`config.mk`:
```
export PLATFORM = sky130hd
export DESIGN_NAME = wb_port_arbiter
export DESIGN_NICKNAME = d
export VERILOG_FILES = /design/src/rtl/wb_pkg.sv /design/src/rtl/wb_skid_fifo.sv /design/src/rtl/wb_port_arbiter.sv
export SDC_FILE = /design/constraint.sdc
export NUM_CORES = 1
export LEC_CHECK = 0
export CAP_MARGIN = 5
export CORE_UTILIZATION = 45
export DETAILED_ROUTE_END_ITERATION = 10
export PLACE_DENSITY = 0.73
export SLEW_MARGIN = 20
export SYNTH_ARGS = -nofsm -noshare
export SYNTH_HDL_FRONTEND = slang
export SYNTH_SLANG_ARGS = --single-unit
```
`constraint.sdc`:
```
create_clock -name clk_i -period 3.5 [get_ports clk_i]
set_input_delay 0.35 -clock clk_i [delete_from_list [all_inputs] [get_ports clk_i]]
set_output_delay 0.35 -clock clk_i [all_outputs]
set_load 0.1 [all_outputs]
```
`src/rtl/wb_pkg.sv`:
```
// Shared types and constants for the register-file write-back arbiter.
package wb_pkg;

  localparam int unsigned WbDataWidth = 32;
  localparam int unsigned WbAddrWidth = 5;

  localparam logic [WbAddrWidth-1:0] RegX0 = '0;

  typedef struct packed {
    logic [WbAddrWidth-1:0] waddr;
    logic [WbDataWidth-1:0] wdata;
  } wb_req_t;

endpackage

```
`src/rtl/wb_skid_fifo.sv`:
```
// In-order holding buffer for EX writes, exposing per-entry valid/address for hazard checks.
module wb_skid_fifo
  import wb_pkg::*;
#(
  parameter int unsigned BufDepth  = 2,
  parameter int unsigned AddrWidth = WbAddrWidth,
  parameter type         req_t     = wb_req_t
) (
  input  logic                                 clk_i,
  input  logic                                 rst_ni,
  input  logic                                 push_i,
  input  logic                                 pop_i,
  input  req_t                                 data_i,
  output req_t                                 head_o,
  output logic [$clog2(BufDepth):0]            count_o,
  output logic [BufDepth-1:0]                  entry_valid_o,
  output logic [BufDepth-1:0][AddrWidth-1:0]   entry_addr_o
);

  localparam int unsigned PtrW = $clog2(BufDepth);

  req_t            mem_q [BufDepth];
  logic [PtrW-1:0] wptr_q, rptr_q;
  logic [PtrW:0]   count_q;

  always_ff @(posedge clk_i or negedge rst_ni) begin
    if (!rst_ni) begin
      wptr_q  <= '0;
      rptr_q  <= '0;
      count_q <= '0;
    end else begin
      if (push_i) wptr_q <= wptr_q + 1'b1;
      if (pop_i)  rptr_q <= rptr_q + 1'b1;
      if (push_i && !pop_i)      count_q <= count_q + 1'b1;
      else if (pop_i && !push_i) count_q <= count_q - 1'b1;
    end
  end

  always_ff @(posedge clk_i) begin
    if (push_i) mem_q[wptr_q] <= data_i;
  end

  assign head_o  = mem_q[rptr_q];
  assign count_o = count_q;

  // Entry i is live when its distance from the read pointer is below the count.
  always_comb begin
    entry_valid_o = '0;
    entry_addr_o  = '0;
    for (int i = 0; i < BufDepth; i++) begin
      logic [PtrW-1:0] off;
      off              = PtrW'(i) - rptr_q;
      entry_valid_o[i] = {1'b0, off} < count_q;
      entry_addr_o[i]  = mem_q[i].waddr;
    end
  end

endmodule

```
`src/rtl/wb_port_arbiter.sv`:
```
// Register-file write-port arbiter: LSU always wins, EX writes are buffered in order,
// pending writes reported to ID as operand hazards.
module wb_port_arbiter
  import wb_pkg::*;
#(
  parameter int unsigned DataWidth = WbDataWidth,
  parameter int unsigned AddrWidth = WbAddrWidth,
  parameter int unsigned BufDepth  = 2
) (
  input  logic                       clk_i,
  input  logic                       rst_ni,
  input  logic                       ex_valid_i,
  output logic                       ex_ready_o,
  input  logic [AddrWidth-1:0]       ex_waddr_i,
  input  logic [DataWidth-1:0]       ex_wdata_i,
  input  logic                       lsu_valid_i,
  input  logic [AddrWidth-1:0]       lsu_waddr_i,
  input  logic [DataWidth-1:0]       lsu_wdata_i,
  input  logic [AddrWidth-1:0]       rs1_addr_i,
  input  logic [AddrWidth-1:0]       rs2_addr_i,
  output logic                       rs1_hazard_o,
  output logic                       rs2_hazard_o,
  output logic                       rf_we_o,
  output logic [AddrWidth-1:0]       rf_waddr_o,
  output logic [DataWidth-1:0]       rf_wdata_o,
  output logic [$clog2(BufDepth):0]  buf_count_o
);

  typedef struct packed {
    logic [AddrWidth-1:0] waddr;
    logic [DataWidth-1:0] wdata;
  } req_t;

  localparam logic [$clog2(BufDepth):0] FullCount = ($clog2(BufDepth)+1)'(BufDepth);

  req_t                               head;
  logic [BufDepth-1:0]                entry_valid;
  logic [BufDepth-1:0][AddrWidth-1:0] entry_addr;
  logic lsu_sel, ex_acc, buf_empty, pop, bypass, push;

  assign ex_ready_o = buf_count_o != FullCount;
  assign buf_empty  = buf_count_o == '0;
  assign lsu_sel    = lsu_valid_i && (lsu_waddr_i != AddrWidth'(RegX0));
  assign ex_acc     = ex_valid_i && ex_ready_o && (ex_waddr_i != AddrWidth'(RegX0));
  assign pop        = !lsu_sel && !buf_empty;
  assign bypass     = !lsu_sel && buf_empty && ex_acc;
  assign push       = ex_acc && !bypass;

  wb_skid_fifo #(
    .BufDepth (BufDepth),
    .AddrWidth(AddrWidth),
    .req_t    (req_t)
  ) u_fifo (
    .clk_i        (clk_i),
    .rst_ni       (rst_ni),
    .push_i       (push),
    .pop_i        (pop),
    .data_i       ('{waddr: ex_waddr_i, wdata: ex_wdata_i}),
    .head_o       (head),
    .count_o      (buf_count_o),
    .entry_valid_o(entry_valid),
    .entry_addr_o (entry_addr)
  );

  // Address/data hold their last value when no source is selected.
  always_ff @(posedge clk_i or negedge rst_ni) begin
    if (!rst_ni) begin
      rf_we_o    <= 1'b0;
      rf_waddr_o <= '0;
      rf_wdata_o <= '0;
    end else if (lsu_sel) begin
      rf_we_o    <= 1'b1;
      rf_waddr_o <= lsu_waddr_i;
      rf_wdata_o <= lsu_wdata_i;
    end else if (pop) begin
      rf_we_o    <= 1'b1;
      rf_waddr_o <= head.waddr;
      rf_wdata_o <= head.wdata;
    end else if (bypass) begin
      rf_we_o    <= 1'b1;
      rf_waddr_o <= ex_waddr_i;
      rf_wdata_o <= ex_wdata_i;
    end else begin
      rf_we_o    <= 1'b0;
    end
  end

  always_comb begin
    logic m1, m2;
    m1 = rf_we_o && (rf_waddr_o == rs1_addr_i);
    m2 = rf_we_o && (rf_waddr_o == rs2_addr_i);
    for (int i = 0; i < BufDepth; i++) begin
      m1 = m1 || (entry_valid[i] && (entry_addr[i] == rs1_addr_i));
      m2 = m2 || (entry_valid[i] && (entry_addr[i] == rs2_addr_i));
    end
    rs1_hazard_o = m1 && (rs1_addr_i != AddrWidth'(RegX0));
    rs2_hazard_o = m2 && (rs2_addr_i != AddrWidth'(RegX0));
  end

endmodule
```
==> metrics.md, run 1 <==
| Metric | Value |
|---|---|
| PwrDens | `849 mW/mm²` |
| Gr ovfl total | `0` |
| Die height | `120 µm` |
| Clock transition at path regs | `0.05 ns` |
| Top post-synthesis cells by area | `edfxtp_1 35%, dfrtp_1 17%, mux2i_1 5.9%` |
| Top Ports | `131` |
| Die Area | `0.0144 mm²` |
| Total power | `7.05 mW` |
| Final Cell Area | `0.00830 mm²` |
| Cell count after synthesis | `534` |
| Antenna-violating nets left | `0` |
| Status | `finished clean` |
| Post-CTS setup buffer count | `0` |
| Critical path capture point type | `output pin` |
| Share of layout cells above drive strength 1 | `13.1%` |
| Clk Latency, worst-skew pair | `0.41 ns` |
| Number of synthesized flops with an enable pin | `74` |
| Hold WC Path Type | `input pin to register` |
| Die X | `120 µm` |
| Via count | `5,028` |
| Pin count of the biggest net entering global routing | `101` |
| Final Routed Wirelength | `16,500 µm` |
| YS warnings | `0` |
| Fin crit share | `78.4%` |
| Cell taking the most area after synthesis | `edfxtp_1` |
| Residual DRC | `0` |
| Setup violations, final | `0` |
| Clk buf depth | `2` |
| Iter 0 DRT Violations | `377` |
| Sequential fraction of the synthesis area | `52.3%` |
| Global-route usage over all layers | `23.9%` |
| Area after DPL | `0.00770 mm²` |
| Nets | `734` |
| Startpoint types | `register` |
| P_leak | `3.07 nW` |
| Fin. Hold Viols | `0` |
| Hold Worst Slack | `0.262 ns` |
| Relative slew slack | `30.7%` |
| Worst EP arrival | `2.39 ns` |
| Crit path time final | `2.74 ns` |
| Most instantiated cells after synthesis | `74 x edfxtp_1, 42 x dfrtp_1, 42 x nor3_1` |
| Layout overhead on the synthesized area | `32.6%` |
| DR WL/cell | `19.7 µm` |
| Initial antenna violation count | `1` |
| Vias per cell | `6.03` |
| VDD IR max | `0.545 mV` |
| CP Cell Sequence | `nand2b_1 -> a2111oi_0 -> a32oi_1 -> a21oi_2 -> buf_4` |
| Slew @ Worst Pin | `1.04 ns` |
| Core box area | `0.0134 mm²` |
| Most common cell in the synthesized netlist | `edfxtp_1` |
| Fmax | `0.365 GHz` |
| Synth Area per Inst | `11.7 µm²` |
| Crit path buffers/inverters | `1` |
| Initial core utilization | `46.7%` |
| Routability cong. | `0.994` |
| Area share of the largest cell type after synthesis | `35.5%` |
| Slowest-stage cell, CP | `dfrtp_1` |
| Crit-path leading delay family | `compound AO/OA/AOI/OAI gates` |
| FF+latch count, synth | `116` |
| Setup TNS | `0 ns` |
| Clock sink count | `116` |
| Final core utilization | `62.0%` |
| Critical Path RT | `3.15 ns` |
| CTS tree | `yes` |
| Site Rows | `42` |
| Post-synth cell types | `43` |
| Clock root buffer | `clkbuf_16` |
| Max-cap violations | `0` |
| Unrepaired setup endpoints after global routing | `no` |
| CP Max Fanout | `13` |
| Ant diodes | `0` |
| Post-Syn Area | `0.00626 mm²` |
| TritonCTS buffer count | `17` |
| CP max stage delay | `0.71 ns` |
| Fin. max-slew vios | `0` |
| I/O Buffers | `130` |
| Most used DFF post-synth | `edfxtp_1` |
| DP Wirelength | `10,200 µm` |
| Drt pass-1 iters | `4` |
| First-pass GRT wire length | `26,400 µm` |
| Layout Skew | `0.00489 ns` |
| Critical path class | `register to output pin` |
| H-tree depth | `4` |
| Async S/R FF share, synth | `36.2%` |
| Vias in the first global route | `5,080` |
| Syn nets | `623` |
==> layout by cell type (no fill, tap or decap), drive strengths merged, types with 2 or more instances in the layout <==
cell type and n:
inv 2, a211o 32, nor3b 32, o21ai 4, nor3 71, nor2 12, edfxtp 74, mux2i 37
nand2b 2, a32oi 2, nor2b 2, buf 19, clkinv 11, dfrtp 42, xnor2 6, nand2 7
a211oi 2, nand3b 31, bufinv 4, xor2 29, clkbuf 17, or4 3, nor4 36, a2111oi 2
o211ai 31, clkdlybuf4s50 124, a21oi 7, nand3 3
==> what timing repair did <==
| action | CTS | global route |
|---|---|---|
| gates resized for setup | 0 | 0 |
| endpoints found under the hold margin | 42 | 0 |
| hold buffers | 1 | 0 |
==> through the flow <==
| stage | worst slack [ns] | cells |
|---|---|---|
| floorplan | 0.205 | 534 |
| global placement | 0.370 | 800 |
| detailed placement | 0.419 | 801 |
| CTS | 0.775 | 834 |
| global route | 0.610 | 834 |
| finish | 0.757 | 834 |
==> worst reg2reg max path, delay by kind of cell (launching register included) <==
family,cells,cell delay [ns]
AO/OA/AOI/OAI,1,0.55
flip-flops,1,0.71
AND/OR/NAND/NOR,2,1.06
==> registers in the layout, indices dropped and copies added (netlist names) <==
signal / flops
u_fifo.count_o: 2
rf_wdata_o: 32
u_fifo.wptr_q: 1
u_fifo.rptr_q: 1
rf_waddr_o: 5
u_fifo.mem_q: 74
rf_we_o: 1
==> report_power, final <==
part	internal [mW]	switching, mW	total [mW]
logic	0.938	2.25	3.18
clock network	1.17	0.576	1.74
registers	1.85	0.274	2.13
==> kinds of logic (layout without fill, tap and decap cells) <==
| family | count (synthesis) | after routing | share of synthesized area, % |
|---|---|---|---|
| muxes | 38 | 38 | 6.09 |
| buffers and inverters | 54 | 178 | 3.88 |
| and+or+nand+nor | 203 | 203 | 21.9 |
| AOI/OAI and AO/OA | 87 | 87 | 10.8 |
| adders and majority gates | 1 | 1 | 0.200 |
| DFF | 116 | 116 | 52.3 |
| xor gates and xnor gates | 35 | 35 | 4.89 |
==> path summary, 6_finish.rpt <==
check | from | end | slack [ns] | cells past startpoint
setup / recovery | u_fifo.count_o[0] | rs1_hazard_o | 0.76 | 5
min in group asynchronous | rst_ni | rf_wdata_o[4] | 0.52 | 2
hold reg to reg | u_fifo.wptr_q | u_fifo.wptr_q | 0.55 | 1
setup reg to reg | u_fifo.count_o[0] | u_fifo.mem_q[1][17] | 0.79 | 3
max in group asynchronous | rst_ni | u_fifo.rptr_q | 2.53 | 2
hold / removal | ex_waddr_i[0] | rf_we_o | 0.26 | 3
==> cell type report <==
cell class | count | area [µm²]
clock buffers | 17 | 425
clock inverters | 15 | 169
fillers | 1042 | 5100
inverters | 2 | 7.51
multi-input cells | 364 | 2790
flip-flops and latches | 116 | 3270
well taps | 176 | 220
repair buffers | 144 | 1410
==> layer usage <==
metal	share of wire, %	GRT usage, %
met5	0.067	0
met2	48	38.2
met1	43	31.1
met4	1.9	9.69
met3	7.4	5.51
Note: power is estimated with default switching activity, not from simulation.
==> run 2, diff against run 1 <==
==> constraint.sdc (replaced) <==
create_clock -name clk_i -period 2.5 [get_ports clk_i]
set_input_delay 0.25 -clock clk_i [delete_from_list [all_inputs] [get_ports clk_i]]
set_output_delay 0.25 -clock clk_i [all_outputs]
set_load 0.1 [all_outputs]
==> run 2 against run 1 <==
Critical endpoint is now rs2_hazard_o; count of clock-buffer cells in the layout grew 6; clock skew grew 0.0039 ns; setup slack lost 0.65 ns; sequential power grew 39%; register-to-register slack lost 0.40 ns; sequential share of layout area grew 0.12 points; die area is the same; largest cell class unchanged; global-route usage grew 0.13 points; worst hold slack gained 0.0019 ns; power grew 34%; combinational power grew 41%.
==> metrics.md, run 2 (synthesis gave the netlist of run 1 again) <==
| Metric | Value |
|---|---|
| Status | `finished clean` |
| CP max stage delay | `0.44 ns (-0.27 ns)` |
| Clock root buffer | `clkbuf_16` |
| Clk buf depth | `2 (unchanged)` |
| Antenna-violating nets left | `0 (unchanged)` |
| Max-cap violations | `0 (unchanged)` |
| CP Cell Sequence | `buf_4 -> nand2b_1 -> a2111oi_1 -> a32oi_1 -> a21oi_4 -> buf_12` |
| Unrepaired setup endpoints after global routing | `yes` |
| Initial antenna violation count | `0 (-1)` |
| CP Max Fanout | `8 (-5)` |
| Worst EP arrival | `2.14 ns (-0.25 ns)` |
| CTS tree | `yes` |
| Fin crit share | `95.7%` |
| I/O Buffers | `130 (unchanged)` |
| Layout Skew | `0.00883 ns (+0.00395 ns)` |
| Startpoint types | `register` |
| Vias per cell | `5.89 (-2.4%)` |
| Final Routed Wirelength | `16,600 µm (+0.70%)` |
| VDD IR max | `0.764 mV (+40%)` |
| P_leak | `3.15 nW (+2.6%)` |
| DR WL/cell | `19.5 µm (-1.4%)` |
| Top routing layer in use | `met4` |
| DRT met1 WL | `7340 µm (+3.5%)` |
| Via count | `5,015 (-0.26%)` |
| Iter 0 DRT Violations | `436 (+16%)` |
| PwrDens | `1140 mW/mm² (+34%)` |
| Total power | `9.47 mW (+34%)` |
| Initial core utilization | `46.7% (unchanged)` |
| Most frequent cells in the layout | `84 x clkdlybuf4s50_1, 74 x edfxtp_1, 68 x buf_4` |
| Top Ports | `131 (unchanged)` |
| Fmax | `0.418 GHz` |
| Residual DRC | `0 (unchanged)` |
| Site Rows | `42 (unchanged)` |
| Final core utilization | `61.9% (-0.093 points)` |
| Routed wl met3 | `983 µm (-19%)` |
| Slew @ Worst Pin | `0.948 ns (-0.0883 ns)` |
| Critical path class | `register to output pin` |
| Die Area | `0.0144 mm² (unchanged)` |
| Global-route usage over all layers | `24.0% (+0.13 points)` |
| Share of layout cells above drive strength 1 | `20.6% (+7.5 points)` |
| H-tree depth | `4 (unchanged)` |
| Routability cong. | `0.854 (-14%)` |
| Fin. max-slew vios | `0 (unchanged)` |
| Hold WC Path Type | `input pin to register` |
| Vias in the first global route | `5,088 (+0.16%)` |
| Fin cells | `852 (+2.2%)` |
| First-pass GRT wire length | `26,600 µm (+0.47%)` |
| Gr ovfl total | `0 (unchanged)` |
| Critical Path RT | `2.25 ns (-0.90 ns)` |
| Layout overhead on the synthesized area | `32.4%` |
| Critical path capture point type | `output pin` |
| Top Registers | `u_fifo.mem_q: 74 flops, rf_wdata_o: 32 flops, rf_waddr_o: 5 flops` |
| Drt pass-1 iters | `6 (+2)` |
| Clock transition at path regs | `0.05 ns (about the same)` |
| TritonCTS buffer count | `17 (unchanged)` |
| Setup violations, final | `0 (unchanged)` |
| Largest register FFs | `74 (unchanged)` |
| Core box area | `0.0134 mm² (unchanged)` |
| Final Cell Area | `0.00829 mm² (-0.15%)` |
| DP Wirelength | `10,500 µm (+2.6%)` |
| Placed cells | `817 (+2.0%)` |
| Detail Route met2 WL | `7900 µm (+0.59%)` |
| Die height | `120 µm (unchanged)` |
| Most common cell after layout, fill and taps aside | `clkdlybuf4s50_1` |
| Relative slew slack | `36.8% (+6.1 points)` |
| Clock sink count | `116 (unchanged)` |
| Area after DPL | `0.00776 mm² (+0.81%)` |
| Nets | `751 (+2.3%)` |
| Die X | `120 µm (unchanged)` |
| Pin count of the biggest net entering global routing | `101 (unchanged)` |
| Slowest-stage cell, CP | `dfrtp_4` |
| Crit path time final | `2.39 ns` |
| Fin. Hold Viols | `0 (unchanged)` |
| Top reg by flops | `u_fifo.mem_q` |
| Clk Latency, worst-skew pair | `0.41 ns (about the same)` |
| Setup TNS | `0 ns (unchanged)` |
## run 2: changes by cell type in the layout (fill, tap and decap cells not counted), moves of 4 or more
| cell | delta |
|---|---|
| buf_4 | +53 |
| bufinv_16 | -4 |
| clkdlybuf4s50_1 | -40 |
| clkbuf_1 | +6 |
## run 2: what timing repair did
action                                 4_1_cts  5_1_grt
gates resized for setup                      0        2
hold buffers                                 1        0
endpoints found under the hold margin       26        0
setup endpoints to repair                    0        2
buffers inserted                             0        0
## run 2: final cells by class
class                   count  area [µm²]
fillers                  1040        5110
diodes                      1        2.50
inverters                   2        7.51
well taps                 176         220
flip-flops and latches    116        3280
clock inverters             9        38.8
clock buffers              23         448
repair buffers            161        1480
multi-input cells         364        2810
## run 2: path summary, 6_finish.rpt
path / slack, ns / cells after the start / startpoint / end
worst max-delay path: 0.11 / 6 / u_fifo.count_o[0] / rs2_hazard_o
worst min-delay path: 0.26 / 4 / ex_waddr_i[0] / rf_we_o
worst max register to register: 0.39 / 5 / u_fifo.count_o[1] / u_fifo.mem_q[0][26]
worst min register to register: 0.54 / 1 / u_fifo.wptr_q / u_fifo.wptr_q
max in group asynchronous: 1.39 / 3 / rst_ni / rf_wdata_o[15]
min in group asynchronous: 0.47 / 2 / rst_ni / rf_wdata_o[28]
## run 2: per-stage QoR
stage,hold slack (ns),setup WS (ns)
after floorplan,-0.0456,0.00683
after CTS,0.253,0.0708
after global routing,0.282,-0.0187
final,0.264,0.108
after detailed placement,0.379,-0.222
after global placement,0.368,-0.202
## run 2: worst max-delay path: cells and delay by family (launching register included)
family / cells / cell delay, ns
simple gates: 1 / 0.09
buf+inv: 2 / 0.37
compound gates: 3 / 0.83
flops: 1 / 0.44
## run 2: layer usage
metal  GRT usage (%)  vias up
li1                -     2336
met4            10.2        0
met5               0        -
met1            30.6     2465
met2            38.7      183
met3            5.99       31
## run 2: report_power, final
part           total, mW  leakage [nW]  switching (mW)  internal (mW)
Clock               2.02         0.240           0.783           1.23
Combinational       4.49          1.73            3.18           1.31
Sequential          2.96          1.18           0.358           2.60
Total               9.47          3.15            4.32           5.14
==> run 3, diff against run 2 <==
--- a/config.mk
+++ b/config.mk
@@ -8,8 +8,10 @@
 export CAP_MARGIN = 5
 export CORE_UTILIZATION = 45
 export DETAILED_ROUTE_END_ITERATION = 10
-export PLACE_DENSITY = 0.73
+export PLACE_DENSITY = 0.74
+export SETUP_SLACK_MARGIN = 0.4
 export SLEW_MARGIN = 20
 export SYNTH_ARGS = -nofsm -noshare
 export SYNTH_HDL_FRONTEND = slang
+export SYNTH_HIERARCHICAL = 1
 export SYNTH_SLANG_ARGS = --single-unit
==> run 3 against run 2 <==
Worst hold slack gained 0.025 ns; core utilization grew 1.4 points; largest cell class unchanged; setup slack gained 0.24 ns; sequential cell count is the same; combinational power grew 8.7%; register-to-register slack gained 0.21 ns; non-clock buffer count shrank 7; clock skew grew 0.0043 ns; largest power group unchanged; sequential share of layout area grew 3.8 points; global-route usage shrank 2.4 points; synthesized area shrank 12%.
==> metrics.md, run 3 <==
| Metric | Value |
|---|---|
| Status | `finished clean` |
| Compound-gate portion of the synthesized area | `9.48% (-1.3 points)` |
| Largest register FFs | `74 (unchanged)` |
| Slew @ Worst Pin | `0.659 ns (-0.289 ns)` |
| Synth Area in Adders | `0.226% (+0.027 points)` |
| Reg-to-reg slack, setup | `0.60 ns (+0.21 ns)` |
| Most common cell after layout, fill and taps aside | `nand2_1` |
| Top Registers | `u_fifo/mem_q: 74 flops, rf_wdata_o: 32 flops, rf_waddr_o: 5 flops` |
| Max-cap violations | `0 (unchanged)` |
| Residual DRC | `0 (unchanged)` |
| PwrDens | `1350 mW/mm² (+19%)` |
| Site Rows | `40 (-4.8%)` |
| Fin. Hold Viols | `0 (unchanged)` |
| DP Wirelength | `8660 µm (-17%)` |
| Clk Latency, worst-skew pair | `0.41 ns (about the same)` |
| Psw | `4.64 mW (+7.4%)` |
| Clock root buffer | `clkbuf_16` |
| Syn nets | `567 (-9.0%)` |
| Setup violations, final | `0 (unchanged)` |
| Layout Skew | `0.0131 ns (+0.00428 ns)` |
| Clock sink count | `116 (unchanged)` |
| RR Endpoint | `u_fifo/mem_q[0][30]` |
| Final Routed Wirelength | `13,200 µm (-21%)` |
| Most frequent cells in the layout | `97 x nand2_1, 84 x clkdlybuf4s50_1, 74 x edfxtp_1` |
| Unrepaired setup endpoints after global routing | `yes` |
| Clock transition at path regs | `0.05 ns (about the same)` |
| Area share of the largest cell type after synthesis | `40.2% (+4.7 points)` |
| Post-synth cell types | `33 (-23%)` |
| Fin crit share | `86.2% (-9.4 points)` |
| I/O Buffers | `130 (unchanged)` |
| VDD IR max | `0.768 mV (+0.46%)` |
| Synth Area per Inst | `11.6 µm² (-1.4%)` |
| Drt pass-1 iters | `4 (-2)` |
| TritonCTS buffer count | `17 (unchanged)` |
| Initial antenna violation count | `0 (unchanged)` |
| Largest family of logic cells by synthesized area | `simple AND/OR/NAND/NOR gates` |
| Routability cong. | `0.820 (-3.9%)` |
| Die X | `113 µm (-5.9%)` |
| Layout overhead on the synthesized area | `37.5%` |
| Async S/R FF share, synth | `36.2% (unchanged)` |
| Simple-gate share of the synthesized area | `12.8% (-9.0 points)` |
| Mux share of post-synthesis cell area | `8.15% (+2.1 points)` |
| DR WL/cell | `17.0 µm (-13%)` |
| Sequential fraction of the synthesis area | `59.2% (+6.9 points)` |
| Die Area | `0.0127 mm² (-12%)` |
| Worst Slack Setup Final | `0.344 ns (+0.236 ns)` |
| Critical Path RT | `2.25 ns (about the same)` |
| Nets | `704 (-6.3%)` |
| Most used DFF post-synth | `edfxtp_1` |
| Core box area | `0.0120 mm² (-10%)` |
| Die height | `113 µm (-5.9%)` |
| Hold Startpoint | `lsu_waddr_i[1]` |
| Clk buf depth | `2 (unchanged)` |
| Ant diodes | `0 (-1)` |
| Hold Worst Slack | `0.290 ns (+0.0255 ns)` |
| Fmax | `0.464 GHz (+11%)` |
| R2R depth | `5 (unchanged)` |
| Post-Synth XOR/XNOR Area | `5.54% (+0.65 points)` |
| Critical path class | `register to output pin` |
| P_leak | `2.92 nW (-7.1%)` |
| Number of synthesized flops with an enable pin | `74 (unchanged)` |
| Worst Hold End | `rf_waddr_o[1]` |
| Cell count after synthesis | `478 (-10%)` |
| Post-Syn Area | `0.00553 mm² (-12%)` |
| Hold Crit Depth | `4 (unchanged)` |
| Relative slew slack | `56.0% (+19 points)` |
| R2R Path Start | `u_fifo/count_o[1]` |
| Clock share of power | `23.4% (+2.1 points)` |
| Initial core utilization | `46.0% (-0.71 points)` |
| Iter 0 DRT Violations | `190 (-56%)` |
| Vias per cell | `5.25 (-11%)` |
| Via count | `4,067 (-19%)` |
| Switching Fraction | `45.0% (-0.61 points)` |
| YS warnings | `6 (+6)` |
| First-pass GRT wire length | `21,000 µm (-21%)` |
| Most instantiated cells after synthesis | `97 x nand2_1, 74 x edfxtp_1, 42 x dfrtp_1` |
| Worst EP arrival | `1.91 ns (-0.23 ns)` |
| Hold WC Path Type | `input pin to register` |
| Pre-CTS setup slack | `-0.106 ns (+0.115 ns)` |
| Crit path time final | `2.16 ns (-0.236 ns)` |
| Flop pwr share | `29.2% (-2.0 points)` |
| Critical path capture point type | `output pin` |
| Share of layout cells above drive strength 1 | `28.7% (+8.1 points)` |
| Int Power | `5.66 mW (+10%)` |
| Vias in the first global route | `4,238 (-17%)` |
| CTS tree | `yes` |
| Cell taking the most area after synthesis | `edfxtp_1` |
| Global-route usage over all layers | `21.6% (-2.4 points)` |
| FF+latch count, synth | `116 (unchanged)` |
| Most common cell in the synthesized netlist | `nand2_1` |
| Gr ovfl total | `0 (unchanged)` |
| Top Ports | `131 (unchanged)` |
| Top reg by flops | `u_fifo/mem_q` |
| Combinational power share | `47.4% (about the same)` |
| Pin count of the biggest net entering global routing | `50 (-50%)` |
| CP Max Fanout | `3 (-5)` |
| Top post-synthesis cells by area | `edfxtp_1 40%, dfrtp_1 19%, mux2_2 8.1%` |
| Fin. max-slew vios | `0 (unchanged)` |
| H-tree depth | `4 (unchanged)` |
| Antenna-violating nets left | `0 (unchanged)` |
| Startpoint types | `register` |
-- run 3: cell count changes after synthesis, sizes merged, moves of 32 or more --
cell / change
nand2: +90
nor3: -71
o21ai: +62
mux2: +39
mux2i: -37
a211o: -32
nor3b: -32
-- run 3: cells by family (layout without fill, tap and decap cells) --
| kind of cell | count (synthesis) | in the layout |
|---|---|---|
| AO/OA/AOI/OAI | 82 | 82 |
| XOR/XNOR | 35 | 35 |
| adder cells (fa/ha/maj) | 1 | 1 |
| buffers and inverters | 40 | 189 |
| flip-flops | 116 | 116 |
| multiplexers | 40 | 40 |
| AND/OR/NAND/NOR | 164 | 165 |
-- run 3: worst max path at each step --
stage	from	end	slack, ns
2_1_floorplan	lsu_waddr_i[0]	u_fifo/count_o[1]	0.39
3_3_place_gp	ex_waddr_i[0]	u_fifo/mem_q[0][13]	-0.06
3_5_place_dp	ex_waddr_i[0]	u_fifo/mem_q[0][14]	-0.11
4_1_cts	rf_waddr_o[0]	rs2_hazard_o	0.32
5_1_grt	rf_waddr_o[2]	rs1_hazard_o	0.25
6_report	u_fifo/mem_q[0][34]	rs2_hazard_o	0.34
-- run 3: metal layers --
metal  wire length, µm  vias up  track usage, %
met1              5800     1945            27.2
li1                  -     1974               -
met4               199        0            7.82
met5                 0        -               0
met3               942       16            6.70
met2              6240      132            35.2
-- run 3: critical path, cell delays in order (launching register included) --
cell	delay, ns
edfxtp_1	0.43
xor2_1	0.20
nor4_1	0.32
nand3_1	0.18
a21oi_4	0.20
buf_12	0.19
-- run 3: power groups by stage --
stage	Sequential [mW]	Combinational, mW	Clock (mW)
after global placement	3.05	4.75	0
after detailed placement	3.07	4.80	0
after CTS	3.01	4.90	2.44
final	3.01	4.88	2.41
after global routing	3.07	5.14	2.52
after floorplan	4.94	1.81	0
-- run 3: cell type report --
class / instances / area, µm²
fillers: 930 / 4410
flip-flops and latches: 116 / 3300
multi-input cells: 323 / 2080
repair buffers: 154 / 1430
clock buffers: 23 / 499
well taps: 147 / 184
clock inverters: 9 / 100
inverters: 3 / 11.3
-- run 3: repair_timing --
action / in CTS / in global routing
setup endpoints to repair: 98 / 72
setup buffers: 2 / 1
pin swaps: 2 / 6
cloned: 1 / 0
hold endpoints to repair: 26 / 0
hold buffers: 1 / 0
resized for setup: 2 / 5
-- run 3: metrics by stage --
stage / TNS, ns / power, mW / utilization, % / area [µm²] / instances
global route: 0 / 10.7 / 63.3 / 7600 / 775
floorplan: 0 / 6.75 / - / 5620 / 478
global placement: -3.91 / 7.80 / 57.8 / 6940 / 738
CTS: 0 / 10.4 / 63.1 / 7580 / 774
detailed placement: -6.09 / 7.87 / 57.8 / 6940 / 738
finish: 0 / 10.3 / 63.3 / 7600 / 775
